## src/rtl/game_timer_pkg.sv

```systemverilog
// ---------------------------------------------------------------------------
// game_timer_pkg
//
// Shared definitions for the game timer bank:
//   - timer_state_e : per-channel state encoding (IDLE/RUN/DONE). The fourth
//                     code 2'd3 is never produced by the logic; if it ever
//                     appears, the channel falls back to IDLE.
//   - chan_dbg_t    : per-channel observation record (state + done strobe).
//                     The output decode reads it, so it is always present in
//                     the netlist and reachable hierarchically.
//   - calc_div / calc_presc_width : prescaler ratio and the counter width
//                     that holds 0..DIV-1.
// ---------------------------------------------------------------------------
package game_timer_pkg;

  typedef enum logic [1:0] {
    IDLE = 2'd0,
    RUN  = 2'd1,
    DONE = 2'd2
  } timer_state_e;

  typedef struct packed {
    timer_state_e state;
    logic         done_pulse;
  } chan_dbg_t;

  // Clock cycles per timer tick. The caller must pick CLK_HZ/TICK_HZ so that
  // this divides exactly and is at least 2.
  function automatic int calc_div(input int clk_hz, input int tick_hz);
    return clk_hz / tick_hz;
  endfunction

  // Bits needed to count 0..DIV-1.
  function automatic int calc_presc_width(input int clk_hz, input int tick_hz);
    return $clog2(calc_div(clk_hz, tick_hz));
  endfunction

endpackage

```

## src/rtl/tick_prescaler.sv

```systemverilog
// ---------------------------------------------------------------------------
// tick_prescaler
//
// Free-running divider that turns clk_50M into a one-cycle tick strobe every
// DIV = CLK_HZ/TICK_HZ cycles. The internal counter runs 0..DIV-1 and wraps;
// o_Tick is high exactly in the cycle the counter holds DIV-1. No channel
// input affects it.
//
// Parameters:
//   CLK_HZ  - system clock frequency
//   TICK_HZ - tick rate (CLK_HZ/TICK_HZ must be an integer >= 2)
// Ports:
//   clk_50M - system clock
//   i_Reset - synchronous, active-high reset (counter and strobe to 0)
//   o_Tick  - registered tick strobe
// ---------------------------------------------------------------------------
module tick_prescaler
  import game_timer_pkg::*;
#(
  parameter int CLK_HZ  = 50_000_000,
  parameter int TICK_HZ = 2000
) (
  input  logic clk_50M,
  input  logic i_Reset,
  output logic o_Tick
);

  localparam int DIV = calc_div(CLK_HZ, TICK_HZ);
  localparam int PW  = calc_presc_width(CLK_HZ, TICK_HZ);

  localparam logic [PW-1:0] LAST     = PW'(DIV - 1);
  // The strobe is a flop, so it is set while the counter is one step short
  // of LAST; it then coincides with the counter holding LAST.
  localparam logic [PW-1:0] PRE_LAST = PW'(DIV - 2);

  logic [PW-1:0] presc_q;
  logic          tick_q;

  always_ff @(posedge clk_50M) begin
    if (i_Reset) begin
      presc_q <= '0;
      tick_q  <= 1'b0;
    end else begin
      if (presc_q == LAST) begin
        presc_q <= '0;
      end else begin
        presc_q <= presc_q + 1'b1;
      end
      tick_q <= (presc_q == PRE_LAST);
    end
  end

  assign o_Tick = tick_q;

endmodule

```

## src/rtl/game_timer_bank.sv

```systemverilog
// ---------------------------------------------------------------------------
// game_timer_bank
//
// CHANNELS independent timeout timers sharing one tick prescaler, all in the
// clk_50M domain. Each channel latches its limit on start, counts ticks while
// in RUN, and parks in DONE with the count held at the limit.
//
// Channel event priority (per channel c):
//   i_Reset > i_Zero[c] > i_Start[c] > tick
//
// Handshake/strobe semantics: there is no valid/ready pair here. i_Start and
// i_Zero are level-sampled every clock and act at the next edge; o_DonePulse
// is a one-cycle strobe on entry to DONE, o_Done is the matching level.
//
// Parameters:
//   CLK_HZ, TICK_HZ - prescaler ratio DIV = CLK_HZ/TICK_HZ (integer >= 2)
//   WIDTH           - bits per count, per limit, and of the seed
//   CHANNELS        - number of timers (>= 1)
// Ports:
//   clk_50M      in   system clock
//   i_Reset      in   synchronous active-high reset
//   i_Start      in   [CHANNELS]        start/restart strobe per channel
//   i_Zero       in   [CHANNELS]        synchronous clear per channel
//   i_Limit      in   [CHANNELS*WIDTH]  limit in ticks, slice c*WIDTH +: WIDTH
//   i_SeedRun    in   seed counter enable
//   o_Count      out  [CHANNELS*WIDTH]  elapsed ticks per channel
//   o_Busy       out  [CHANNELS]        channel in RUN
//   o_Done       out  [CHANNELS]        channel in DONE
//   o_DonePulse  out  [CHANNELS]        one-cycle strobe on entry to DONE
//   o_Tick       out  prescaler strobe
//   o_Seed       out  [WIDTH]           seed counter
//
// Build option: GAME_TIMER_SEED_EN
//   defined   - o_Seed is a free-running counter, +1 per cycle while
//               i_SeedRun=1, wrapping at 2^WIDTH.
//   undefined - no seed register; o_Seed is 0 and i_SeedRun is ignored.
// ---------------------------------------------------------------------------
module game_timer_bank
  import game_timer_pkg::*;
#(
  parameter int CLK_HZ   = 50_000_000,
  parameter int TICK_HZ  = 2000,
  parameter int WIDTH    = 12,
  parameter int CHANNELS = 2
) (
  input  logic                      clk_50M,
  input  logic                      i_Reset,
  input  logic [CHANNELS-1:0]       i_Start,
  input  logic [CHANNELS-1:0]       i_Zero,
  input  logic [CHANNELS*WIDTH-1:0] i_Limit,
  input  logic                      i_SeedRun,
  output logic [CHANNELS*WIDTH-1:0] o_Count,
  output logic [CHANNELS-1:0]       o_Busy,
  output logic [CHANNELS-1:0]       o_Done,
  output logic [CHANNELS-1:0]       o_DonePulse,
  output logic                      o_Tick,
  output logic [WIDTH-1:0]          o_Seed
);

  logic tick;

  tick_prescaler #(
    .CLK_HZ  (CLK_HZ),
    .TICK_HZ (TICK_HZ)
  ) u_tick_prescaler (
    .clk_50M (clk_50M),
    .i_Reset (i_Reset),
    .o_Tick  (tick)
  );

  assign o_Tick = tick;

  // -------------------------------------------------------------------------
  // Timer channels
  // -------------------------------------------------------------------------
  for (genvar c = 0; c < CHANNELS; c++) begin : g_chan

    timer_state_e     st_q, st_d;
    logic [WIDTH-1:0] cnt_q, cnt_d;
    logic [WIDTH-1:0] lim_q, lim_d;
    logic             pulse_q, pulse_d;
    logic [WIDTH-1:0] lim_in;
    logic [WIDTH-1:0] cnt_inc;
    chan_dbg_t        dbg;
    logic             busy, done;

    assign lim_in  = i_Limit[c*WIDTH +: WIDTH];
    // Cannot overflow: in RUN the count is always below a nonzero limit.
    assign cnt_inc = cnt_q + 1'b1;

    // State register. The pulse is registered alongside the state so it
    // rises in the same cycle as o_Done.
    always_ff @(posedge clk_50M) begin
      if (i_Reset) begin
        st_q    <= IDLE;
        cnt_q   <= '0;
        lim_q   <= '0;
        pulse_q <= 1'b0;
      end else begin
        st_q    <= st_d;
        cnt_q   <= cnt_d;
        lim_q   <= lim_d;
        pulse_q <= pulse_d;
      end
    end

    // Next-state logic. Zero beats start, start beats the tick, so a start
    // landing on the cycle the count would reach the limit restarts the
    // channel and suppresses the pulse.
    always_comb begin
      st_d    = st_q;
      cnt_d   = cnt_q;
      lim_d   = lim_q;
      pulse_d = 1'b0;
      if (i_Zero[c]) begin
        st_d  = IDLE;
        cnt_d = '0;
      end else if (i_Start[c]) begin
        lim_d = lim_in;
        cnt_d = '0;
        if (lim_in == '0) begin
          // Zero limit: time out immediately.
          st_d    = DONE;
          pulse_d = 1'b1;
        end else begin
          st_d = RUN;
        end
      end else begin
        case (st_q)
          IDLE: st_d = IDLE;
          RUN: begin
            if (tick) begin
              cnt_d = cnt_inc;
              if (cnt_inc == lim_q) begin
                st_d    = DONE;
                pulse_d = 1'b1;
              end
            end
          end
          DONE: st_d = DONE;
          default: begin
            // Unreachable code 2'd3: recover to a clean IDLE.
            st_d  = IDLE;
            cnt_d = '0;
          end
        endcase
      end
    end

    // Observation record for this channel; the output decode reads it.
    assign dbg.state      = st_q;
    assign dbg.done_pulse = pulse_q;

    // Output decode, straight from registered state.
    always_comb begin
      busy = (dbg.state == RUN);
      done = (dbg.state == DONE);
    end

    assign o_Count[c*WIDTH +: WIDTH] = cnt_q;
    assign o_Busy[c]                 = busy;
    assign o_Done[c]                 = done;
    assign o_DonePulse[c]            = dbg.done_pulse;

  end : g_chan

  // -------------------------------------------------------------------------
  // Shuffle seed counter
  // -------------------------------------------------------------------------
`ifdef GAME_TIMER_SEED_EN
  logic [WIDTH-1:0] seed_q;

  always_ff @(posedge clk_50M) begin
    if (i_Reset) begin
      seed_q <= '0;
    end else if (i_SeedRun) begin
      seed_q <= seed_q + 1'b1;
    end
  end

  assign o_Seed = seed_q;
`else
  logic seed_run_unused;

  assign seed_run_unused = i_SeedRun;
  assign o_Seed          = '0;
`endif

endmodule

```

## config.mk

```make
export PLATFORM = sky130hd
export DESIGN_NAME = game_timer_bank
export DESIGN_NICKNAME = d
export VERILOG_FILES = /design/src/rtl/game_timer_pkg.sv /design/src/rtl/tick_prescaler.sv /design/src/rtl/game_timer_bank.sv
export SDC_FILE = /design/constraint.sdc
export NUM_CORES = 1
export LEC_CHECK = 0
export CAP_MARGIN = 10
export CORE_ASPECT_RATIO = 1.5
export CORE_MARGIN = 2
export CORE_UTILIZATION = 45
export DETAILED_ROUTE_END_ITERATION = 10
export MAX_ROUTING_LAYER = met4
export PLACE_DENSITY = 0.74
export SYNTH_ARGS = -nofsm -noshare
export SYNTH_HDL_FRONTEND = slang
export SYNTH_HIERARCHICAL = 1
export SYNTH_SLANG_ARGS = --single-unit
```

## constraint.sdc

```tcl
create_clock -name clk_50M -period 2.2 [get_ports clk_50M]
set_input_delay 0.44 -clock clk_50M [delete_from_list [all_inputs] [get_ports clk_50M]]
set_output_delay 0.44 -clock clk_50M [all_outputs]
set_load 0.1 [all_outputs]
```

# Word level (Yosys, flattened, before mapping)
# Index checks and enable logic that the tools add are counted.
[totals]
elab_cells = 72
latch_bits = 0
ff_bits = 70
memories = 0
input_bits = 31
mem_bits_ro = 0
mem_bits_rw = 0
output_inout_bits = 43
[classes]
n_reduce_logical = 17
addsub = 3
n_div = 0
n_mul = 0
shift = 0
bitwise = 4
n_lt_le_gt_ge = 0
muxes = 24
eq_ne = 14
[op_table]
columns = ["operator", "n"]
rows = [
  ["one-hot mux 12 bit (2 select lines)", 2],
  ["equality test 15 bit, second input constant", 2],
  ["adder 12 x 1 -> 12 bit, second input constant", 2],
  ["equality test 12 bit", 2],
  ["logical NOT 12 bit", 2],
  ["2-to-1 mux 12 bit", 2],
  ["2-to-1 mux 2 bit", 8],
  ["adder 15 x 1 -> 15 bit, second input constant", 1],
  ["inequality test 3 x 2 -> 1 bit, second input constant", 4],
  ["AND reduction 2 bit", 6],
  ["2-to-1 mux 1 bit", 10],
  ["OR reduction 2 bit", 5],
  ["one-hot mux 2 bit (2 select lines)", 2],
  ["OR reduction 3 bit", 2],
  ["equality test 2 x 1 -> 1 bit, second input constant", 2],
  ["equality test 2 bit, second input constant", 2],
  ["logical NOT 2 bit", 2],
  ["inequality test 2 x 1 -> 1 bit, second input constant", 2],
  ["NOT 1 bit", 4],
]

# Logic depth before layout (Yosys ltp)
# Gate-level depths: netlist of the first run.
[logic_depth]
ltp_word = 6
depth_mapped = 9
mapped_depth_nobuf = 8

# Hierarchy
# The synthesis of the first run kept the hierarchy.
[by_module_without_submodules]
columns = ["mod", "area_per_inst_um2", "n_inst", "seq_area_each_um2", "cells_each"]
rows = [
  ["game_timer_bank", 3214.3, 1, 1081.0, 432],
  ["tick_prescaler", 734.5, 1, 320.3, 78],
]

# Worst setup path after synthesis of the first run
# OpenSTA, ideal clock, no wires.
[synth_path]
path_kind = "register -> register"
from = "register g_chan[0].cnt_q[1]"
to = "register g_chan[0].pulse_q"
arrival_ns = 2.991
slack_ns = -0.861
period_less_slack_ns = 3.061
n_path_buf = 0
required_ns = 2.130
path_stages_with_launch = 9
setup_ns = 0.070
path_cell_list = "dfxtp_1 > ha_1 > and4_1 > nand2_1 > nor4_1 > a31oi_1 > or4_1 > or3_1 > a21boi_1"
[synth_via]
elab_chain_cells = 6
[synth_lines]
columns = ["element", "line_no", "source"]
rows = [
  ["from (decl)", "game_timer_bank.sv:79", "logic [WIDTH-1:0] cnt_q, cnt_d;"],
  ["from (signal assigned)", "game_timer_bank.sv:101", "cnt_q <= cnt_d;"],
  ["adder 12 x 1 -> 12 bit", "game_timer_bank.sv:89", "assign cnt_inc = cnt_q + 1'b1;"],
  ["equality test 12 bit", "game_timer_bank.sv:134", "if (cnt_inc == lim_q) begin"],
  ["2-to-1 mux 1 bit", "game_timer_bank.sv:134", ""],
  ["2-to-1 mux 1 bit", "game_timer_bank.sv:132", "if (tick) begin"],
  ["2-to-1 mux 1 bit", "game_timer_bank.sv:129", "case (st_q)"],
  ["2-to-1 mux 1 bit", "game_timer_bank.sv:118", "end else if (i_Start[c]) begin"],
  ["to (signal assigned)", "game_timer_bank.sv:103", "pulse_q <= pulse_d;"],
  ["to (decl)", "game_timer_bank.sv:81", "logic pulse_q, pulse_d;"],
]
# Every way passes these cells.
# A chain may end at the register's enable or synchronous reset.

# Worst setup path in the final report of the first run
[layout_path]
from = "register g_chan[0].cnt_q[0]"
to = "register g_chan[0].pulse_q"
# Same word-level chain as after synthesis.

==> results.yml, run 1 <==
clock_tree:
  tritoncts: "yes"
  cts_buffer_depth: 2
  cts_hold_buf: 0
  cts_made_buffers: 9
  htreeDepth: 3
  worstSkewPairLatency_ns: 0.33
  cts.clk_slew.worst_paths_ns: 0.05
  cts_root_buf: "clkbuf_16"
  clock-sinks: 70
place:
  gp_congestion: 0.975
  placed_area_sq_mm: 0.00479
  portBuffers: 60
  dp_hpwl_microns: 7750
  place_inst: 676
logic_synthesis:
  yosysSeqAreaShare_pct: 35.5
  async_flop_share_pct: 0
  synth_seq_cells: 70
  synth-edff-count: 0
  dominantRegCellSynth: "dfxtp_1"
  syn_area_sq_mm: 0.00395
  postSynthAreaPerCell_sq_um: 7.74
  synth_cell_type_count: 48
  yosysWarnings: 6
  syn_inst: 510
drt:
  drtPass1Iterations: 6
  postRouteAntennaNets: 0
  via_per_inst: 5.51
  vias: 3835
  route.detailed.drc: 0
  routed_wl_microns: 10500
  wl_per_cell_microns: 15.1
  dr.first_iter.drc_count: 231
power_and_ir_drop:
  swShare_pct: 26.0
  p_int_mw: 2.26
  p_switching_uw: 791
  total_power_mw: 3.05
  power.share.clock_pct: 45.1
  power_density_mw_per_mm2: 589
  p_seq_share_pct: 42.6
  p_leak_nw: 1.84
  combinationalPowerShare_pct: 12.3
  vdd_drop_max_mv: 0.370
layout:
  n_fill_cell: 770
  fin_area_sq_mm: 0.00517
  nNetsFinal: 625
  antenna_cells: 0
  syn2layout_area_growth_pct: 31.0
  stdcell_count: 696
  drive_gt1_share_pct: 23.1
timing:
  maxSlewViolCount: 0
  grt_setup_unrepaired: "yes"
  fin_skew_ns: 0.00836
  hold_viol: 0
  finalCritPeriodShare_pct: 98.9
  post-route-min-period_ns: 2.18
  finalSetupTns_ns: 0
  relSlewSlack_pct: 66.6
  finalSetupViolCount: 0
  timing.fmax_mhz: 459
  worst_pin_slew_ns: 0.501
  whs_ns: 0.471
setup_path:
  start_kind: "register"
  crit_required_ns: 2.45
  arrival_ns: 2.43
  cp_max_fo: 6
  critPathKind: "reg2reg"
  crit_path_end_kind: "register"
run:
  cap_violations: 0
grt:
  grt_pass1_wl_microns: 16800
  grt_pass1_vias: 3733
  antenna_found_initial: 0
  grt_max_degree: 20
  grt_use_total_pct: 22.9
  globalRouteOverflowTotal: 0
die:
  die_h_microns: 119
  dieWidth_microns: 80.5
  rows: 41
  fp.coreArea_sq_mm: 0.00846
  dieArea_sq_mm: 0.00956
  ios: 74
  initial_core_util_pct: 46.7
outcome:
  status: "completed"
worst_hold_path:
  hp-class: "reg2reg"
## Yosys cell counts, types with 6 or more instances
library cell	instances	share of area [%]
ha_1	10	3.2
xor2_1	11	2.4
xnor2_1	34	7.5
buf_4	19	3.6
nand4_1	6	0.95
nand2_1	92	8.7
nor3_1	22	2.8
nand3_1	15	1.9
nor2_1	57	5.4
o21ai_0	15	1.9
and3_1	6	0.95
inv_1	12	1.1
nor4_1	13	2.1
clkbuf_1	15	1.4
dfxtp_1	70	35
a21oi_1	48	6.1
## metrics by stage
step	utilization (%)	setup WS (ns)
after floorplan	-	-0.208
after global placement	56.6	-0.0420
after global routing	61.1	-0.106
final	61.1	0.0232
after CTS	60.3	0.0137
after detailed placement	56.6	-0.0397
## state kept, by name, summed over array words and instances, names as in the netlist
signal	count
g_chan.pulse_q	2
u_tick_prescaler/presc_q	15
g_chan.lim_q	24
g_chan.st_q	4
u_tick_prescaler/o_Tick	1
g_chan.cnt_q	24
## final timing paths
path                                          from                 end  slack [ns]  cells past startpoint
worst max register to register  g_chan[0].cnt_q[0]   g_chan[0].pulse_q        0.02                      8
worst min register to register  g_chan[1].lim_q[5]  g_chan[1].lim_q[5]        0.47                      2
worst min-delay path            g_chan[1].lim_q[5]  g_chan[1].lim_q[5]        0.47                      2
worst max-delay path            g_chan[0].cnt_q[0]   g_chan[0].pulse_q        0.02                      8
## area by class of cell
| class | instances | area (sq um) | share of cell area (%) |
|---|---|---|---|
| clock inverters | 3 | 16.3 | 0.314 |
| well taps | 107 | 134 | 2.59 |
| flip-flops and latches | 70 | 1480 | 28.6 |
| repair buffers | 94 | 816 | 15.8 |
| inverters | 12 | 45.0 | 0.871 |
| clock buffers | 13 | 272 | 5.25 |
| multi-input cells | 397 | 2410 | 46.6 |
## routing by layer
layer	wire length, microns	part of all wire, %	global-route usage (%)	up-vias
li1	-	-	-	1876
met1	4170	40	24.3	1790
met2	5530	53	39.7	136
met3	520	5.0	4.58	33
met4	274	2.6	11.0	0
met5	0	0	-	-
## repair_timing
item                                    in CTS  in global routing
gates resized for setup                      5                  9
endpoints found under the setup margin       1                  3
setup buffers                                1                  3
pin swaps                                    7                  5
hold endpoints to repair                     0                  0
## kinds of logic (layout without fill, tap and decap cells)
group,count (synthesis),after routing,share of synthesized area [%]
AO/OA/AOI/OAI,85,85,12.7
XOR/XNOR,46,46,10.4
adder cells (fa/ha/maj),10,10,3.17
buffers and inverters,54,122,8.36
flip-flops,70,70,35.5
other,1,12,0.0950
AND/OR/NAND/NOR,244,244,29.8
## worst max-delay path, cell delays in order, from the launching register on
cell      delay [ns]
dfxtp_4         0.36
ha_4            0.18
and4_4          0.16
and3_1          0.17
o21ai_1         0.11
a31oi_1         0.12
or4_1           0.52
or3_1           0.32
a21boi_1        0.15
## cell usage in the layout (no fill, tap or decap), types with 6 or more instances in the layout
| master | instances |
|---|---|
| nor4_1 | 10 |
| dfxtp_1 | 46 |
| nand2_1 | 92 |
| conb_1 | 12 |
| dfxtp_4 | 20 |
| nor2_1 | 57 |
| clkdlybuf4s50_1 | 29 |
| nor3_1 | 21 |
| a21oi_1 | 47 |
| nand3_1 | 11 |
| buf_4 | 62 |
| inv_1 | 12 |
| clkbuf_16 | 10 |
| o21ai_0 | 12 |
| nand4_1 | 6 |
| ha_1 | 8 |
| xnor2_1 | 31 |
| nor4_2 | 6 |
| xor2_1 | 11 |
## power groups by stage
stage / clock, mW / sequential [mW] / combinational [mW]
floorplan: 0 / 1.32 / 0.265
global placement: 0 / 1.32 / 0.358
detailed placement: 0 / 1.32 / 0.364
CTS: 1.41 / 1.30 / 0.368
global route: 1.48 / 1.30 / 0.401
finish: 1.38 / 1.30 / 0.375
Power figures use the tool's default switching activity.
==> run 2, diff against run 1 <==
Settings changed: CTS_CLUSTER_SIZE set to 28, SLEW_MARGIN set to 20.
==> results of run 2 <==
No change in the layout: final DEF, timing and power equal those of run 1.
